**config.mk**
```make
export PLATFORM = sky130hd
export DESIGN_NAME = multicycle_control_unit
export DESIGN_NICKNAME = d
export VERILOG_FILES = /design/src/rtl/multicycle_control_unit.sv
export SDC_FILE = /design/constraint.sdc
export NUM_CORES = 1
export LEC_CHECK = 0
export ABC_AREA = 1
export BUFFER_PORTS_ARGS = -buffer_cell sky130_fd_sc_hd__buf_2
export CORE_MARGIN = 4
export CORE_UTILIZATION = 40
export CTS_CLUSTER_SIZE = 30
export DETAILED_ROUTE_END_ITERATION = 6
export PLACE_DENSITY = 0.67
export SKIP_LAST_GASP = 1
export SLEW_MARGIN = 5
export SYNTH_ARGS = -nofsm -noshare
export SYNTH_HDL_FRONTEND = slang
export SYNTH_SLANG_ARGS = --single-unit
```
**constraint.sdc**
```tcl
create_clock -name clk -period 2.2 [get_ports clk]
set_input_delay 0.33 -clock clk [delete_from_list [all_inputs] [get_ports clk]]
set_output_delay 0.33 -clock clk [all_outputs]
set_load 0.05 [all_outputs]
```
**src/rtl/multicycle_control_unit.sv**
```systemverilog
// Multicycle MIPS control FSM: FETCH/DECODE/EXEC/MEM/WB sequencing with req/ready memory handshakes
// and a counted MULDIV wait state. Define CU_ILLEGAL_TRAP_EN to trap on undefined instructions.
module multicycle_control_unit #(
    parameter int ALU_CTRL_W    = 4,
    parameter int MULDIV_CYCLES = 32
) (
    input  logic                  clk,
    input  logic                  rst_n,
    input  logic [5:0]            opcode,
    input  logic [5:0]            funct,
    input  logic                  zero,
    input  logic                  imem_ready,
    input  logic                  dmem_ready,
    output logic                  imem_req,
    output logic                  dmem_req,
    output logic                  dmem_we,
    output logic                  ir_we,
    output logic                  pc_we,
    output logic                  rf_we,
    output logic                  sel_alu_b,
    output logic [1:0]            sel_wa,
    output logic [1:0]            sel_result,
    output logic [1:0]            sel_pc,
    output logic [ALU_CTRL_W-1:0] alu_ctrl,
    output logic                  muldiv_start,
    output logic                  illegal_op
);

    typedef enum logic [2:0] {
        S_RST, S_FETCH, S_DECODE, S_EXEC, S_MEM, S_WB, S_MULDIV, S_TRAP
    } state_t;

    typedef enum logic [3:0] {
        K_ALU, K_ADDI, K_LW, K_SW, K_BEQ, K_J, K_JAL, K_JR, K_MULDIV, K_ILL
    } kind_t;

    // Instruction class from opcode/funct; MFHI/MFLO are plain register writes.
    function automatic kind_t decode_kind(input logic [5:0] op, input logic [5:0] fn);
        kind_t k;
        case (op)
            6'h00: begin
                case (fn)
                    6'h00, 6'h02, 6'h10, 6'h12, 6'h20, 6'h22,
                    6'h24, 6'h25, 6'h26, 6'h27, 6'h2A: k = K_ALU;
                    6'h08:                             k = K_JR;
                    6'h19, 6'h1B:                      k = K_MULDIV;
                    default:                           k = K_ILL;
                endcase
            end
            6'h02:   k = K_J;
            6'h03:   k = K_JAL;
            6'h04:   k = K_BEQ;
            6'h08:   k = K_ADDI;
            6'h23:   k = K_LW;
            6'h2B:   k = K_SW;
            default: k = K_ILL;
        endcase
        return k;
    endfunction

    function automatic logic [3:0] decode_alu(input logic [5:0] op, input logic [5:0] fn);
        logic [3:0] a;
        if (op == 6'h04) begin
            a = 4'd1;
        end else if (op == 6'h00) begin
            case (fn)
                6'h20:   a = 4'd2;
                6'h22:   a = 4'd3;
                6'h24:   a = 4'd4;
                6'h25:   a = 4'd5;
                6'h26:   a = 4'd6;
                6'h27:   a = 4'd7;
                6'h2A:   a = 4'd8;
                6'h00:   a = 4'd9;
                6'h02:   a = 4'd10;
                6'h08:   a = 4'd11;
                default: a = 4'd0;
            endcase
        end else begin
            a = 4'd0;
        end
        return a;
    endfunction

    state_t     state_q, state_d;
    kind_t      kind_q, kind_d;
    logic [3:0] alu_q, alu_d;
    logic [7:0] cnt_q, cnt_d;
`ifdef CU_ILLEGAL_TRAP_EN
    logic       illegal_q, illegal_d;
`endif

    // State, decoded control word and MULDIV counter.
    always_ff @(posedge clk or negedge rst_n) begin
        if (!rst_n) begin
            state_q   <= S_RST;
            kind_q    <= K_ALU;
            alu_q     <= 4'd0;
            cnt_q     <= 8'd0;
`ifdef CU_ILLEGAL_TRAP_EN
            illegal_q <= 1'b0;
`endif
        end else begin
            state_q   <= state_d;
            kind_q    <= kind_d;
            alu_q     <= alu_d;
            cnt_q     <= cnt_d;
`ifdef CU_ILLEGAL_TRAP_EN
            illegal_q <= illegal_d;
`endif
        end
    end

    // Next-state and strobes; handshake strobes depend on ready in the same cycle.
    always_comb begin
        state_d      = state_q;
        kind_d       = kind_q;
        alu_d        = alu_q;
        cnt_d        = cnt_q;
`ifdef CU_ILLEGAL_TRAP_EN
        illegal_d    = illegal_q;
`endif
        imem_req     = 1'b0;
        dmem_req     = 1'b0;
        dmem_we      = 1'b0;
        ir_we        = 1'b0;
        pc_we        = 1'b0;
        rf_we        = 1'b0;
        sel_alu_b    = 1'b0;
        sel_wa       = 2'b00;
        sel_result   = 2'b00;
        sel_pc       = 2'b00;
        alu_ctrl     = {ALU_CTRL_W{1'b0}};
        muldiv_start = 1'b0;
        case (state_q)
            S_RST: state_d = S_FETCH;
            S_FETCH: begin
                imem_req = 1'b1;
                if (imem_ready) begin
                    ir_we   = 1'b1;
                    state_d = S_DECODE;
                end else begin
                    state_d = S_FETCH;
                end
            end
            S_DECODE: begin
                kind_d  = decode_kind(opcode, funct);
                alu_d   = decode_alu(opcode, funct);
                state_d = S_EXEC;
            end
            S_EXEC: begin
                alu_ctrl = ALU_CTRL_W'(alu_q);
                case (kind_q)
                    K_ALU:  state_d = S_WB;
                    K_ADDI: begin
                        sel_alu_b = 1'b1;
                        state_d   = S_WB;
                    end
                    K_LW, K_SW: begin
                        sel_alu_b = 1'b1;
                        state_d   = S_MEM;
                    end
                    K_BEQ: begin
                        pc_we   = 1'b1;
                        sel_pc  = zero ? 2'b01 : 2'b00;
                        state_d = S_FETCH;
                    end
                    K_J: begin
                        pc_we   = 1'b1;
                        sel_pc  = 2'b10;
                        state_d = S_FETCH;
                    end
                    K_JAL: begin
                        pc_we      = 1'b1;
                        sel_pc     = 2'b10;
                        rf_we      = 1'b1;
                        sel_wa     = 2'b10;
                        sel_result = 2'b10;
                        state_d    = S_FETCH;
                    end
                    K_JR: begin
                        pc_we   = 1'b1;
                        sel_pc  = 2'b11;
                        state_d = S_FETCH;
                    end
                    K_MULDIV: begin
                        muldiv_start = 1'b1;
                        cnt_d        = 8'(MULDIV_CYCLES - 1);
                        state_d      = S_MULDIV;
                    end
                    default: begin
`ifdef CU_ILLEGAL_TRAP_EN
                        illegal_d = 1'b1;
                        state_d   = S_TRAP;
`else
                        pc_we     = 1'b1;
                        state_d   = S_FETCH;
`endif
                    end
                endcase
            end
            S_MEM: begin
                dmem_req = 1'b1;
                dmem_we  = (kind_q == K_SW);
                if (dmem_ready) begin
                    if (kind_q == K_SW) begin
                        pc_we   = 1'b1;
                        state_d = S_FETCH;
                    end else begin
                        state_d = S_WB;
                    end
                end else begin
                    state_d = S_MEM;
                end
            end
            S_WB: begin
                rf_we   = 1'b1;
                pc_we   = 1'b1;
                state_d = S_FETCH;
                case (kind_q)
                    K_LW: begin
                        sel_result = 2'b00;
                        sel_wa     = 2'b00;
                    end
                    K_ADDI: begin
                        sel_result = 2'b01;
                        sel_wa     = 2'b00;
                    end
                    default: begin
                        sel_result = 2'b01;
                        sel_wa     = 2'b01;
                    end
                endcase
            end
            S_MULDIV: begin
                if (cnt_q == 8'd0) begin
                    pc_we   = 1'b1;
                    state_d = S_FETCH;
                end else begin
                    cnt_d   = cnt_q - 8'd1;
                    state_d = S_MULDIV;
                end
            end
            S_TRAP:  state_d = S_TRAP;
            default: state_d = S_RST;
        endcase
    end

`ifdef CU_ILLEGAL_TRAP_EN
    assign illegal_op = illegal_q;
`else
    assign illegal_op = 1'b0;
`endif

endmodule
```
# ---- After elaboration in Yosys (flattened, before gate mapping)
# Memories as Yosys holds them, arrays and structs flattened.
# Index checks and enable logic that the tools add are counted.
dict set report classes {
  n_addsub 1
  div_mod_pow 0
  n_mux 38
  n_mul 0
  shifts 0
  n_eq_ne 32
  reduce_logical 14
  n_bitwise 0
  n_lt_le_gt_ge 0
}
# op count
set ops {}
lappend ops {{$eq A6 B6 Y1 const B} 9}
lappend ops {{$pmux W4 S10} 1}
lappend ops {{$pmux W4 S7} 1}
lappend ops {{$pmux W3 S7} 1}
lappend ops {{$eq A6 B2 Y1 const B} 3}
lappend ops {{$mux W1} 17}
lappend ops {{$eq A4 B3 Y1 const B} 4}
lappend ops {{$mux W8} 2}
lappend ops {{$pmux W8 S2} 1}
lappend ops {{$eq A3 B3 Y1 const B} 4}
lappend ops {{$eq A6 B4 Y1 const B} 2}
lappend ops {{$logic_not A6 Y1} 2}
lappend ops {{$mux W4} 3}
lappend ops {{$reduce_or A2 Y1} 5}
lappend ops {{$mux W3} 3}
lappend ops {{$pmux W3 S3} 1}
lappend ops {{$eq A4 B2 Y1 const B} 2}
lappend ops {{$logic_not A8 Y1} 1}
lappend ops {{$pmux W2 S2} 2}
lappend ops {{$sub A8 B1 Y8 const B} 1}
lappend ops {{$eq A3 B2 Y1 const B} 2}
lappend ops {{$eq A6 B3 Y1 const B} 1}
lappend ops {{$mux W2} 3}
lappend ops {{$pmux W2 S3} 1}
lappend ops {{12 further kinds} 13}
dict set report word_totals {
  mem_bits_rw 0
  in_bits 17
  mem_count 1
  out_inout_bits 19
  romBits 256
  ff_bits 19
  latch_bits 0
}
# memory words word_bits read_ports rd_clocked_by_memory_dff wr line
set memory_table {}
lappend memory_table {{(no name shown)} 64 4 1 0 0 42} ;# case (fn)

# ---- Depth between registers and ports, before layout
dict set report logic_depth {
  ltp_word 4
  ltp_mapped 9
}

# ---- Worst setup path before layout
# Ideal clock, no wire load.
dict set report synth_path {
  path_type {reg2out}
  start {reg kind_q[3]}
  end {out pc_we}
  path_slack_ns -0.883
  t_arrival_ns 2.753
  stages_incl_launch_ff 6
  n_path_buf 0
  t_required_ns 1.870
  path_cell_list {dfrtp_1 > nor2_1 > inv_1 > nor4_1 > nand2_1 > nand4_1}
}
dict set report synth_between {
  elab_chain_cells 4
  elab_cells_between_ends 10
  cone_classes {eq/ne: 4; mux: 4; reduce/logical: 2}
}
# element line
set synth_lines {}
lappend synth_lines {{from (decl)} 86} ;# kind_t kind_q, kind_d;
lappend synth_lines {{from (signal assigned)} 105} ;# kind_q <= kind_d;
lappend synth_lines {{$eq A4 B2 Y1 (tied with other cells)} {153, 206}}
lappend synth_lines {{$reduce_or A5 Y1 (no line) / $mux W1 (equally long branches)} -}
lappend synth_lines {{$mux W1, on equally long branches} {153, 205}}
lappend synth_lines {{$pmux W1 S4 (*)} 135} ;# case (state_q)
lappend synth_lines {{to (decl)} 18} ;# output logic pc_we,
# Every way passes the cells marked *; elsewhere a longest branch is shown, timed or not.

# ---- Worst setup path after layout
dict set report layout_path {
  start {reg cnt_q[0]}
  end {out pc_we}
}
dict set report layout_between {
  elab_chain_cells 3
}
# element line
set layout_lines {}
lappend layout_lines {{from (decl)} 88} ;# logic [7:0] cnt_q, cnt_d;
lappend layout_lines {{from (signal assigned)} 107} ;# cnt_q <= cnt_d;
lappend layout_lines {{$logic_not A8 Y1} 236} ;# if (cnt_q == 8'd0) begin
lappend layout_lines {{$mux W1} 236}
lappend layout_lines {{$pmux W1 S4} 135}
# No other way between the ends.

==> results.md <==
* IO Pins at 36
* Mux cell area share after synthesis at 0%
* Drt wl/cell at 10.6 um
* First-pass GRT wire length at 5.99 mm
* Compound-Gate Fraction of Synth Area at 10.6%
* Clock Root Buffer: clkbuf_8
* Xor/xnor share of the synthesized area at 1.15%
* Leak Pwr at 0.970 nW
* Clock Skew at 0.00137 ns
* Mapped Area at 1520 um2
* GRT Residual Overflow at 0
* Final worst-path cycle share at 92.4%
* Vias at 1517
* Syn Nets at 250
* Layout cells sized above 1 at 22.1%
* Switching power at 0.151 mW
* Reg2reg start: cnt_q[0]$_DFFE_PN0P_
* Hold crit path type: in2async
* Core Area at 3660 um2
* Dpl cell area at 1740 um2
* Comb pwr share at 9.0%
* Worst ir drop on vdd at 0.000154 V
* H-Tree Depth at 1
* Count of pins over their slew limit at 0
* Placed instance count at 311
* Clock Pin Slew Worst Setup and Hold Paths at 0.07 ns
* Initial core utilization at 41.5%
* Fmax at 492 MHz
* CP startpoint kind: flip-flop
* Post-Syn Instances at 232
* DRC violations left at 0
* Area share of fa/ha/maj cells after synthesis at 0.824%
* Largest net degree at the start of global routing at 20
* Post-route cell area at 1780 um2
* YS warnings at 0
* Sequential area share after synthesis at 31.3%
* R2R cell count at 9
* RSZ-0062 raised after global routing: false
* ANT cells at 0
* Final setup violation count at 0
* Distinct cells, synth at 34
* PwrDens at 363 nW/um2
* Routed Antenna Nets at 0
* Tot GR Track Use at 14.7%
* Buffers on Ports at 34
* Die Span X at 69.6 um
* Area grow syn2layout at 17.5%
* CP Class: reg2out
* FF+latch count, synth at 19
* Post-CTS Repair Setup Buffers at 0
* Worst path required time at 1.87 ns
* Starting DRT DRC Count at 105
* Total power at 0.648 mW
* Arrival @ worst endpoint at 1.70 ns
* Cell Int Power at 0.497 mW
* Final instance count without filler cells at 315
* Detail Placement HPWL at 2.69 mm
* Sw Share at 23.3%
* Max-Cap Viols at 0
* Die H at 69.6 um
* Antenna violations before repair at 0
* Clk_lat worst skew at 0.25 ns
* Flop2flop setup slack at 0.51 ns
* Total CTS buffers at 3
* Hold Fails Final Rpt at 0
* Vias in the first global route at 1405
* Status: finished clean
* Die area at 4850 um2
* TritonCTS clock tree: yes
* Largest family of logic cells by synthesized area: simple AND/OR/NAND/NOR gates
* Via-per-instance ratio at 4.82
* Max Root-Sink Buffers at 2
* Setup TNS at 0 ns
* GP Congestion at 0.838
* Syn Area/Cell at 6.55 um2
* Final min period at 2.03 ns
* Routed wire length at 3.34 mm
* Worst-path maximum fanout at 4
* Final-stage net count at 286
* Hold slack final at 0.0127 ns
* R2R Path End: state_q[2]$_DFF_PN0_
* Setup crit end: pc_we
* Flop pwr share at 53.9%
* Clock power share at 37.1%
* Worst setup EP type: output port
* CP startpoint: cnt_q[0]$_DFFE_PN0P_
* # fillers at 408
* Row count at 22
* Post-synthesis simple-gate area fraction at 43.5%
* Clk sink count at 19
* DR pass1 iterations at 4
worst min-delay path by stage:
stage / startpoint / to / slack [ns] / depth (start not counted)
global route: rst_n / cnt_q[3]$_DFFE_PN0P_ / 0.04 / 1
detailed placement: rst_n / state_q[0]$_DFF_PN0_ / 0.29 / 1
finish: rst_n / state_q[0]$_DFF_PN0_ / 0.01 / 1
global placement: rst_n / state_q[0]$_DFF_PN0_ / 0.30 / 1
floorplan: rst_n / alu_q[0]$_DFFE_PN0P_ / 0.03 / 0
CTS: rst_n / cnt_q[3]$_DFFE_PN0P_ / 0.02 / 1
metal layers:
layer / up-vias / GRT usage, % / part of all wire [%]
met5: - / 0 / 0
met4: 0 / 5.11 / 1.4
met3: 5 / 2.17 / 4.1
met2: 28 / 24.4 / 49
met1: 670 / 19.4 / 46
li1: 814 / - / -
cells by family after synthesis:
family,after synthesis
AND/OR/NAND/NOR,140
buffers and inverters,45
AO/OA/AOI/OAI,24
flip-flops,19
XOR/XNOR,2
adder cells (fa/ha/maj),1
other,1
metrics by stage:
stage          util (%)  worst slack (ns)
2_1_floorplan         -            -0.243
3_3_place_gp       47.4             0.435
3_5_place_dp       47.4             0.411
4_1_cts            48.7             0.124
5_1_grt            48.7           0.00505
6_report           48.7             0.168
flip-flops by register name, summed over array words and instances, names as in the netlist:
name / count
state_q: 3
alu_q: 4
cnt_q: 8
kind_q: 4
synth_stat cells:
master / n / area [um2]
a211oi_1: 1 / 7.51
a21boi_0: 2 / 15.0
a21oi_1: 2 / 10.0
a21oi_2: 1 / 8.76
a31oi_1: 1 / 6.26
and2_1: 1 / 6.26
buf_2: 1 / 5.00
buf_4: 2 / 15.0
buf_6: 1 / 11.3
conb_1: 1 / 3.75
dfrtp_1: 19 / 475
ha_1: 1 / 12.5
inv_1: 38 / 143
inv_2: 2 / 7.51
inv_4: 1 / 6.26
nand2_1: 46 / 173
nand2_2: 2 / 12.5
nand2_4: 1 / 11.3
nand3_1: 32 / 160
nand3b_1: 2 / 15.0
nand4_1: 9 / 56.3
nand4_2: 1 / 12.5
nor2_1: 34 / 128
nor2_2: 2 / 12.5
nor2_4: 1 / 11.3
nor2_8: 1 / 20.0
nor3_1: 6 / 30.0
nor4_1: 1 / 6.26
o21ai_0: 8 / 40.0
o21ai_1: 1 / 5.00
o21ai_2: 7 / 61.3
o31ai_1: 1 / 7.51
or2_1: 1 / 6.26
xnor2_1: 2 / 17.5
area by class of cell:
cell class	instances	area (um2)	share of cell area, %
timing repair buffer	35	180	10.1
clock buffer	4	45.0	2.52
inverter	41	156	8.77
sequential	19	475	26.6
tap	48	60.1	3.37
multi-input combinational	168	867	48.6
worst max-delay path: stages (launching register included):
cell and delay [ns]:
dfrtp_1 0.41, inv_1 0.12, ha_1 0.21, inv_1 0.06, nor2_1 0.14, nand4_2 0.16, nand4_1 0.12, clkbuf_4 0.23
power by group through the flow:
stage,clock network (mW),registers (mW),logic [mW]
2_1_floorplan,0,0.356,0.0282
3_3_place_gp,0,0.356,0.0585
3_5_place_dp,0,0.356,0.0588
4_1_cts,0.248,0.349,0.0591
5_1_grt,0.264,0.349,0.0682
6_report,0.240,0.349,0.0586
layout by cell type (no fill, tap or decap), types with 2 or more instances in the layout:
cell type | Yosys | layout
a21boi_0 | 2 | 2
xnor2_1 | 2 | 2
clkbuf_8 | 0 | 3
nor3_1 | 6 | 5
dfrtp_1 | 19 | 19
o21ai_0 | 8 | 8
nand3_1 | 32 | 32
o21ai_2 | 7 | 7
inv_1 | 38 | 38
nand3b_1 | 2 | 2
buf_2 | 1 | 33
nand2_2 | 2 | 2
nor2_1 | 34 | 34
inv_2 | 2 | 2
nand4_1 | 9 | 9
a21oi_1 | 2 | 2
nand2_1 | 46 | 46
nor2_2 | 2 | 2
repair_timing:
action | CTS | global route
hold buffers | 0 | 0
endpoints found under the setup margin | 0 | 1
resized for setup | 0 | 1
Note: power is estimated with default switching activity, not from simulation.
